[src/rtl/pipe_pkg.sv]
`default_nettype none
// ============================================================================
// Module      : pipe_pkg
// Description : Shared state encoding and bubble default for pipe_stage_reg.
// Revision    : 1.0 - initial release
// ============================================================================
package pipe_pkg;

   typedef enum logic [1:0] {
      EMPTY = 2'd0,
      FULL  = 2'd1,
      SKID  = 2'd2
   } state_t;

   // Bubble payload is this bit replicated across the full data width.
   localparam logic c_bubble_bit = 1'b0;

endpackage
`default_nettype wire

[src/rtl/pipe_stage_reg.sv]
`default_nettype none
// ============================================================================
// Module      : pipe_stage_reg
// Description : One-cycle pipeline stage register with flush, hold, kill
//               counter and optional skid entry (macro PIPE_STAGE_SKID_EN).
// Revision    : 1.0 - initial release
// ============================================================================
module pipe_stage_reg
   import pipe_pkg::*;
#(
   parameter int                 DATA_W     = 64,
   parameter logic [DATA_W-1:0]  BUBBLE_VAL = {DATA_W{c_bubble_bit}},
   parameter int                 CNT_W      = 16
) (
   input  logic              clk,
   input  logic              reset,
   input  logic              in_valid,
   output logic              in_ready,
   input  logic [DATA_W-1:0] in_data,
   output logic              out_valid,
   input  logic              out_ready,
   output logic [DATA_W-1:0] out_data,
   input  logic              flush,
   input  logic              hold,
   output logic [1:0]        occupancy,
   output logic [CNT_W-1:0]  kill_cnt
);

   state_t            r_state;
   logic [DATA_W-1:0] r_main;
   logic [CNT_W-1:0]  r_kill;
   logic [CNT_W:0]    w_kill_sum;
   logic [1:0]        w_occ;
   logic              w_in_xfer;
   logic              w_out_xfer;

`ifdef PIPE_STAGE_SKID_EN
   logic [DATA_W-1:0] r_skid;
   logic              r_can_accept;

   assign in_ready = r_can_accept && !hold;
`else
   assign in_ready = (!out_valid || out_ready) && !hold;
`endif

   assign out_valid  = (r_state != EMPTY) && !hold;
   assign out_data   = r_main;
   assign occupancy  = w_occ;
   assign kill_cnt   = r_kill;
   assign w_in_xfer  = in_valid && in_ready;
   assign w_out_xfer = out_valid && out_ready;

   always_comb begin
      w_occ = 2'd0;
      case (r_state)
         EMPTY:   w_occ = 2'd0;
         FULL:    w_occ = 2'd1;
         default: w_occ = 2'd2;
      endcase
   end

   // One extra bit catches the carry so the counter sticks at all-ones.
   assign w_kill_sum = {1'b0, r_kill} + (CNT_W+1)'(w_occ);

   always_ff @(posedge clk) begin
      if (reset) begin
         r_state <= EMPTY;
         r_main  <= BUBBLE_VAL;
         r_kill  <= '0;
`ifdef PIPE_STAGE_SKID_EN
         r_skid       <= BUBBLE_VAL;
         r_can_accept <= 1'b1;
`endif
      end else if (flush) begin
         r_state <= EMPTY;
         r_main  <= BUBBLE_VAL;
         r_kill  <= w_kill_sum[CNT_W] ? {CNT_W{1'b1}} : w_kill_sum[CNT_W-1:0];
`ifdef PIPE_STAGE_SKID_EN
         r_skid       <= BUBBLE_VAL;
         r_can_accept <= 1'b1;
`endif
      end else begin
         case (r_state)
            EMPTY: begin
               if (w_in_xfer) begin
                  r_main  <= in_data;
                  r_state <= FULL;
               end
            end
            FULL: begin
               if (w_in_xfer && w_out_xfer) begin
                  r_main <= in_data;
               end else if (w_out_xfer) begin
                  r_main  <= BUBBLE_VAL;
                  r_state <= EMPTY;
`ifdef PIPE_STAGE_SKID_EN
               end else if (w_in_xfer) begin
                  r_skid       <= in_data;
                  r_state      <= SKID;
                  r_can_accept <= 1'b0;
`endif
               end
            end
`ifdef PIPE_STAGE_SKID_EN
            SKID: begin
               if (w_out_xfer) begin
                  r_main       <= r_skid;
                  r_skid       <= BUBBLE_VAL;
                  r_state      <= FULL;
                  r_can_accept <= 1'b1;
               end
            end
`endif
            default: r_state <= r_state;
         endcase
      end
   end

endmodule
`default_nettype wire

[config.mk]
export PLATFORM = sky130hd
export DESIGN_NAME = pipe_stage_reg
export DESIGN_NICKNAME = d
export VERILOG_FILES = /design/src/rtl/pipe_pkg.sv /design/src/rtl/pipe_stage_reg.sv
export SDC_FILE = /design/constraint.sdc
export NUM_CORES = 1
export LEC_CHECK = 0
export CORE_ASPECT_RATIO = 0.9
export CORE_MARGIN = 2
export CORE_UTILIZATION = 36
export DETAILED_ROUTE_END_ITERATION = 12
export PLACE_DENSITY = 0.74
export SETUP_SLACK_MARGIN = 0.3
export SYNTH_ARGS = -nofsm -noshare
export SYNTH_HDL_FRONTEND = slang
export SYNTH_SLANG_ARGS = --single-unit
[constraint.sdc]
create_clock -name clk -period 1.8 [get_ports clk]
set_clock_uncertainty 0.15 [all_clocks]
set_input_delay 0.36 -clock clk [delete_from_list [all_inputs] [get_ports clk]]
set_output_delay 0.36 -clock clk [all_outputs]
set_load 0.01 [all_outputs]
==> run_summary.xml <==
<?xml version="1.0" encoding="UTF-8"?>
<metrics>
  <group name="clocking">
    <metric name="clock_input_transition_at_the_sequential_cells_of_the_worst_setup_and_hold_paths" unit="ns">0.08</metric>
    <metric name="htree_levels" unit="">3</metric>
    <metric name="post_cts_hold_buffer_count" unit="">0</metric>
    <metric name="max-clock-path-buffers" unit="">2</metric>
    <metric name="clk_latency" unit="ns">0.34</metric>
    <metric name="cts_root_buffer" unit="">sky130_fd_sc_hd__clkbuf_8</metric>
    <metric name="cts.sink_count" unit="">81</metric>
    <metric name="cts_tree" unit="">done</metric>
    <metric name="cts_made_buffers" unit="">9</metric>
  </group>
  <group name="worst_hold_path">
    <metric name="instance_count_along_the_most_critical_hold_path" unit="">2</metric>
    <metric name="whs_endpoint" unit="">out_data[40]$_SDFFE_PP0P_</metric>
    <metric name="hold_class" unit="">register to register</metric>
    <metric name="min-delay-start" unit="">out_data[40]$_SDFFE_PP0P_</metric>
  </group>
  <group name="route">
    <metric name="detailedRoute.firstIterationViolations" unit="">64</metric>
    <metric name="wl_met3" unit="um">616</metric>
    <metric name="detail_route.wirelength" unit="um">10600</metric>
    <metric name="drc_markers" unit="">0</metric>
    <metric name="wire_per_inst" unit="um">17.7</metric>
    <metric name="number_of_vias_in_the_routed_layout" unit="">3079</metric>
    <metric name="topRoutingLayerUsed" unit="">met4</metric>
    <metric name="pre_antenna_drt_iters" unit="">4</metric>
    <metric name="drt-met1-wl" unit="um">4190</metric>
    <metric name="routed-wl-met2" unit="um">5670</metric>
    <metric name="via_density_per_instance" unit="">5.15</metric>
    <metric name="number_of_antenna_violating_nets_in_the_routed_design" unit="">0</metric>
  </group>
  <group name="setup_path">
    <metric name="critPathMostFrequentCell" unit="">sky130_fd_sc_hd__buf_6</metric>
    <metric name="worst_ep_required_time" unit="ns">1.87</metric>
    <metric name="setup.reg_to_reg.worst_slack" unit="ns">0.04</metric>
    <metric name="critPathBufInv" unit="">3</metric>
    <metric name="startpoint_types" unit="">register</metric>
    <metric name="timing.critical_path.cells" unit="">buf_6 -&gt; nor2_4 -&gt; a211o_4 -&gt; buf_6 -&gt; buf_12 -&gt; a22oi_2 -&gt; nor2_1</metric>
    <metric name="max_stage_delay" unit="ns">0.38</metric>
    <metric name="regToRegEndpoint" unit="">out_data[6]$_SDFFE_PP0P_</metric>
    <metric name="timing.critical_path.fanout_max" unit="">6</metric>
    <metric name="cpLargestDelayFamily" unit="">compound AO/OA/AOI/OAI gates</metric>
    <metric name="critPathKind" unit="">register to register</metric>
    <metric name="cp_data_arrival_time" unit="ns">1.83</metric>
    <metric name="worst_r2r_path_depth" unit="">7</metric>
    <metric name="cp_slowest_cell" unit="">sky130_fd_sc_hd__dfxtp_4</metric>
    <metric name="worstSetupEndpointType" unit="">register</metric>
    <metric name="regToRegStartpoint" unit="">r_state[0]$_SDFFE_PP0P_</metric>
  </group>
  <group name="floorplanning">
    <metric name="die_width" unit="um">100</metric>
    <metric name="die_area" unit="mm2">0.00905</metric>
    <metric name="ios" unit="">154</metric>
    <metric name="die_h" unit="um">90.4</metric>
    <metric name="core" unit="mm2">0.00807</metric>
    <metric name="floorplan.initialDensity" unit="%">37.0</metric>
    <metric name="placementRows" unit="">31</metric>
  </group>
  <group name="power">
    <metric name="p_per_area" unit="mW/mm2">630</metric>
    <metric name="power.total" unit="uW">3600</metric>
    <metric name="ir_drop" unit="V">0.000494</metric>
    <metric name="power.leakage" unit="uW">0.00222</metric>
  </group>
  <group name="run">
    <metric name="max_cap_viol_count" unit="">0</metric>
  </group>
  <group name="cells_and_area">
    <metric name="post_layout_nonfiller_instances" unit="">598</metric>
    <metric name="flow.area_growth_from_synthesis" unit="%">91.4</metric>
    <metric name="antenna_cells_inserted" unit="">0</metric>
    <metric name="util_after_layout" unit="%">70.9</metric>
    <metric name="final_net_count" unit="">566</metric>
    <metric name="finish.instance_area" unit="mm2">0.00572</metric>
    <metric name="drive_above_1_share" unit="%">40.9</metric>
  </group>
  <group name="timing">
    <metric name="min_period" unit="ns">1.76</metric>
    <metric name="rsz0062_at_grt" unit="">true</metric>
    <metric name="tns" unit="ns">0</metric>
    <metric name="setup_viol" unit="">0</metric>
    <metric name="final_min_period_over_clock_period" unit="%">97.6</metric>
    <metric name="highest_clock_rate" unit="GHz">0.569</metric>
    <metric name="drv_slew" unit="">0</metric>
    <metric name="hold_viol" unit="">0</metric>
  </group>
  <group name="synth">
    <metric name="ys_top_cells_by_count" unit="">81 x sky130_fd_sc_hd__dfxtp_1, 67 x sky130_fd_sc_hd__nor2_1, 64 x sky130_fd_sc_hd__a22oi_1</metric>
    <metric name="synth-async-reset-ratio" unit="%">0</metric>
    <metric name="netlist_top_cells_area" unit="">sky130_fd_sc_hd__dfxtp_1 54%, sky130_fd_sc_hd__a22oi_1 16%, sky130_fd_sc_hd__nor2_1 8.4%, sky130_fd_sc_hd__a21oi_1 2.5%, sky130_fd_sc_hd__xnor2_1 2.3%</metric>
    <metric name="syn_area" unit="mm2">0.00299</metric>
    <metric name="synthDominantCellAreaShare" unit="%">54.3</metric>
    <metric name="synth_edf_count" unit="">0</metric>
    <metric name="ys_seq_elements" unit="">81</metric>
    <metric name="syn-mean-instance-area" unit="um2">9.73</metric>
    <metric name="ys_seq_area_share" unit="%">54.3</metric>
    <metric name="yosys_most_used_dff" unit="">sky130_fd_sc_hd__dfxtp_1</metric>
    <metric name="ys_warn_count" unit="">0</metric>
    <metric name="postSynthCellCount" unit="">307</metric>
    <metric name="cell_with_the_most_instances_after_synthesis" unit="">sky130_fd_sc_hd__dfxtp_1</metric>
    <metric name="post_synthesis_cell_type_count" unit="">34</metric>
    <metric name="synth_nets" unit="">379</metric>
    <metric name="synth_largest_area_cell" unit="">sky130_fd_sc_hd__dfxtp_1</metric>
  </group>
  <group name="place">
    <metric name="hpwlAfterDp" unit="um">5670</metric>
    <metric name="portBuffers" unit="">152</metric>
    <metric name="placed_area" unit="mm2">0.00473</metric>
    <metric name="replace_congestion" unit="">0.789</metric>
    <metric name="place_inst" unit="">546</metric>
  </group>
  <group name="global_route">
    <metric name="grt_first_pass_wirelength" unit="um">15600</metric>
    <metric name="groute.usage.overall" unit="%">21.7</metric>
    <metric name="grt_antenna_before_repair" unit="">0</metric>
    <metric name="grt_start_max_net_pins" unit="">41</metric>
    <metric name="grt_pass1_vias" unit="">3113</metric>
    <metric name="gr-total-overflow" unit="">0</metric>
  </group>
  <group name="run_status">
    <metric name="status" unit="">finished clean</metric>
  </group>
</metrics>
-- how the worst max path moves through the flow --
stage	from	end	slack [ns]	cells after the start
floorplan	r_state[0]$_SDFFE_PP0P_	kill_cnt[10]$_SDFFE_PP0P_	0.21	7
global placement	out_ready	in_ready	-0.27	4
detailed placement	out_ready	in_ready	-0.28	4
CTS	r_state[0]$_SDFFE_PP0P_	kill_cnt[4]$_SDFFE_PP0P_	0.06	7
global route	r_state[0]$_SDFFE_PP0P_	out_data[22]$_SDFFE_PP0P_	0.02	7
finish	r_state[0]$_SDFFE_PP0P_	out_data[6]$_SDFFE_PP0P_	0.04	7
-- per-layer routing --
layer | vias up | GRT usage (%)
li1 | 1485 | -
met1 | 1483 | 25.3
met2 | 99 | 38.7
met3 | 12 | 5.96
met4 | 0 | 5.94
met5 | - | 0
-- sequential cells by signal, summed over array words and instances, names as in the netlist --
| signal | cells |
|---|---|
| out_data | 64 |
| kill_cnt | 16 |
| r_state | 1 |
-- where the power goes --
part           switching (uW)  total (uW)  internal, uW  leakage (uW)
Sequential               21.7        1830          1800      0.000669
Combinational             260         645           385       0.00146
Clock                     631        1130           500     0.0000870
Total                     913        3600          2690       0.00222
-- stage by stage --
step | setup WS [ns] | hold slack [ns]
floorplan | 0.206 | 0.352
global placement | -0.265 | 0.337
detailed placement | -0.278 | 0.347
CTS | 0.0574 | 0.356
global route | 0.0209 | 0.371
finish | 0.0432 | 0.354
-- worst register-to-register path, stage by stage (launching register included) --
cell and delay [ns]:
sky130_fd_sc_hd__dfxtp_4 0.38, sky130_fd_sc_hd__buf_6 0.13, sky130_fd_sc_hd__nor2_4 0.04, sky130_fd_sc_hd__a211o_4 0.38, sky130_fd_sc_hd__buf_6 0.15, sky130_fd_sc_hd__buf_12 0.13
sky130_fd_sc_hd__a22oi_2 0.20, sky130_fd_sc_hd__nor2_1 0.09
-- repair_timing --
action | in CTS | in global routing
setup buffers | 19 | 4
setup endpoints to repair | 163 | 155
resized for setup | 196 | 130
pin swaps | 11 | 66
cloned | 9 | 4
endpoints found under the hold margin | 0 | 0
-- layout make-up --
cell class	instances	area [um2]
clock inverters	5	32.5
clock buffers	11	131
fillers	593	2350
inverters	5	18.8
multi-input cells	198	1660
flip-flops and latches	81	1680
well taps	99	124
repair buffers	199	2080
-- logic make-up (layout without fill, tap and decap cells) --
| group | Yosys count | count (layout) | synth area share, % |
|---|---|---|---|
| other cells | 1 | 1 | 0.126 |
| fa+ha+maj | 2 | 2 | 0.837 |
| xor+xnor | 10 | 10 | 2.93 |
| mux | 2 | 2 | 0.670 |
| buf+inv | 30 | 220 | 4.77 |
| compound gates | 88 | 89 | 21.0 |
| flops | 81 | 81 | 54.3 |
| simple gates | 93 | 94 | 15.4 |
-- layout by cell type, fill, tap and decap left out, types with 2 or more instances in the layout --
cell type                         Yosys  layout
sky130_fd_sc_hd__clkbuf_16            0       3
sky130_fd_sc_hd__buf_16               0       7
sky130_fd_sc_hd__buf_12               0       8
sky130_fd_sc_hd__buf_4                2      16
sky130_fd_sc_hd__clkbuf_1            10       2
sky130_fd_sc_hd__nor4_4               2       2
sky130_fd_sc_hd__buf_2               12       2
sky130_fd_sc_hd__inv_1                5       4
sky130_fd_sc_hd__clkinv_2             0       3
sky130_fd_sc_hd__xor2_1               2       2
sky130_fd_sc_hd__xnor2_1              8       7
sky130_fd_sc_hd__clkbuf_2             0      33
sky130_fd_sc_hd__clkdlybuf4s15_1      0      33
sky130_fd_sc_hd__buf_6                1      12
sky130_fd_sc_hd__clkbuf_8             0       9
sky130_fd_sc_hd__nor3_2               0       3
sky130_fd_sc_hd__and3_1               2       2
sky130_fd_sc_hd__clkdlybuf4s50_1      0      65
sky130_fd_sc_hd__ha_4                 0       2
sky130_fd_sc_hd__a21oi_2              0      14
sky130_fd_sc_hd__nand2_1              4       4
sky130_fd_sc_hd__nand3_4              2       4
sky130_fd_sc_hd__mux2i_1              2       2
sky130_fd_sc_hd__dfxtp_2              0       5
sky130_fd_sc_hd__a22oi_2              0      43
sky130_fd_sc_hd__clkdlybuf4s15_2      0       4
sky130_fd_sc_hd__dfxtp_4              0      13
sky130_fd_sc_hd__nor2b_4              0       2
sky130_fd_sc_hd__bufbuf_16            0       2
sky130_fd_sc_hd__nand4_1              2       2
sky130_fd_sc_hd__clkinv_4             0       2
sky130_fd_sc_hd__dfxtp_1             81      63
sky130_fd_sc_hd__a22oi_1             64      21
sky130_fd_sc_hd__dlygate4sd2_1        0      13
sky130_fd_sc_hd__nand3_1              2       2
sky130_fd_sc_hd__nor2_1              67      66
Power figures use the tool's default switching activity.
==> variant: new RTL, same settings <==
The parameter `CNT_W` goes from 16 to 32.
--- a/src/rtl/pipe_stage_reg.sv
+++ b/src/rtl/pipe_stage_reg.sv
@@ -12,3 +12,3 @@
    parameter logic [DATA_W-1:0]  BUBBLE_VAL = {DATA_W{c_bubble_bit}},
-   parameter int                 CNT_W      = 16
+   parameter int                 CNT_W      = 32
 ) (
Ports: changed (resized kill_cnt); port bits go from 154 to 170. The function was not compared with the original's and may differ.
==> variant against the unedited design <==
- the run now ends with setup timing left
- routed wire length is 38% higher
- final cell count is 32% higher
- power is 37% higher
- hold slack better by 0.015 ns
- synthesized area is 26% higher
- sequential cell count is 16 higher
- cell area is 30% higher
- worst setup slack worse by 0.32 ns
- largest cell class unchanged
==> variant: results (changes against the unedited design) <==
\begin{tabular}{lr}
\hline
Metric & Value \\
\hline
\multicolumn{2}{l}{\textbf{Run status}} \\
Run status & finished with violations \\
Failing checks & setup timing \\
\multicolumn{2}{l}{\textbf{Hold path}} \\
Min-Delay Endpoint & out\_data[32]\$\_SDFFE\_PP0P\_ \\
Worst min-delay path startpoint & out\_data[32]\$\_SDFFE\_PP0P\_ \\
\multicolumn{2}{l}{\textbf{Setup path}} \\
Slowest cell on the critical path & or4\_4 \\
Kind of cell with the highest combined delay on the critical path & simple AND/OR/NAND/NOR gates \\
Maximum cell stage delay along the critical path & 0.44 ns (+0.06 ns) \\
Largest driver fanout on the critical path & 14 (+8) \\
\multicolumn{2}{l}{\textbf{STA}} \\
Post-layout worst setup margin & -0.2732 ns (-0.3164 ns) \\
Total negative slack & -8.719 ns (-8.719 ns) \\
Final setup violation count & 81 (+81) \\
\multicolumn{2}{l}{\textbf{Finish}} \\
Share of cell area taken by multi-input logic gates & 29.11\% (+0.14 points) \\
Fill cell count & 729 (+23\%) \\
Number of ordinary and repair buffers in the finished layout & 273 (+37\%) \\
Sequential cell area & 0.001988 sq mm (+19\%) \\
Nets@finish & 726 (+28\%) \\
Multi-input combinational gate total & 268 (+35\%) \\
Clock buffers and inverters, area share & 4.101\% (+1.2 points) \\
Share of post-route cells with drive strength above 1 & 45.90\% (+5.0 points) \\
Non-clock buffer area fraction after layout & 37.55\% (+1.2 points) \\
\multicolumn{2}{l}{\textbf{Synthesis}} \\
Register area share after synthesis & 51.75\% (-2.5 points) \\
Post-synth top cells & dfxtp\_1 (97), nor2\_1 (74), a22oi\_1 (64) \\
Nets in the synthesized netlist & 471 (+24\%) \\
Post-synth cell types & 44 (+29\%) \\
Post-synthesis adder-cell area fraction & 0.6669\% (-0.17 points) \\
Fraction of the mapped netlist area in compound gates & 18.51\% (-2.5 points) \\
Mux share of post-synthesis cell area & 0.5335\% (-0.14 points) \\
\#FFs+latches synth & 97 (+20\%) \\
\multicolumn{2}{l}{\textbf{Power}} \\
Sequential share of power & 44.5\% (-6.2 points) \\
Sw Share & 23.49\% (-1.9 points) \\
\multicolumn{2}{l}{\textbf{Detailed routing}} \\
Total routed wirelength & 14600 um (+38\%) \\
Initial detailed-routing violation count & 139 (+120\%) \\
\multicolumn{2}{l}{\textbf{Place}} \\
Detailed-placement wirelength estimate & 8340 um (+47\%) \\
\multicolumn{2}{l}{\textbf{Global routing}} \\
Maximum number of pins on one net before global-route repair & 48 (+17\%) \\
\multicolumn{2}{l}{\textbf{Clock network}} \\
Total of cells resized after clock tree synthesis & 355 (+81\%) \\
Clock tree root driver cell & clkbuf\_16 \\
\hline
\end{tabular}
==> variant: changes by cell type after synthesis, moves of 3 or more <==
cell	delta
a21oi_1	+12
clkbuf_1	+9
and3_1	+4
nand2_1	+7
buf_1	+3
buf_2	-11
nand3_1	+7
nor2_1	+7
dfxtp_1	+16
nor3_1	+5
nand4_1	+8
xnor2_1	+3
xor2_1	+10
==> variant: stage by stage <==
stage	setup slack [ns]	hold WS, ns	util, %	instance area (sq um)	cells
2_1_floorplan	-0.2809	0.3525	-	3797	399
4_1_cts	-0.2597	0.3664	71.36	7281	780
5_1_grt	-0.3712	0.3955	72.67	7415	787
3_3_place_gp	-0.5049	0.3380	59.29	6050	732
6_report	-0.2732	0.3687	72.67	7415	787
3_5_place_dp	-0.5432	0.3472	59.29	6050	732
==> variant: metal layers <==
metal	global-route usage, %	share of wire [%]
met5	0	0
met4	9.592	2.6
met2	46.62	52
met1	28.46	39
met3	6.494	6.6
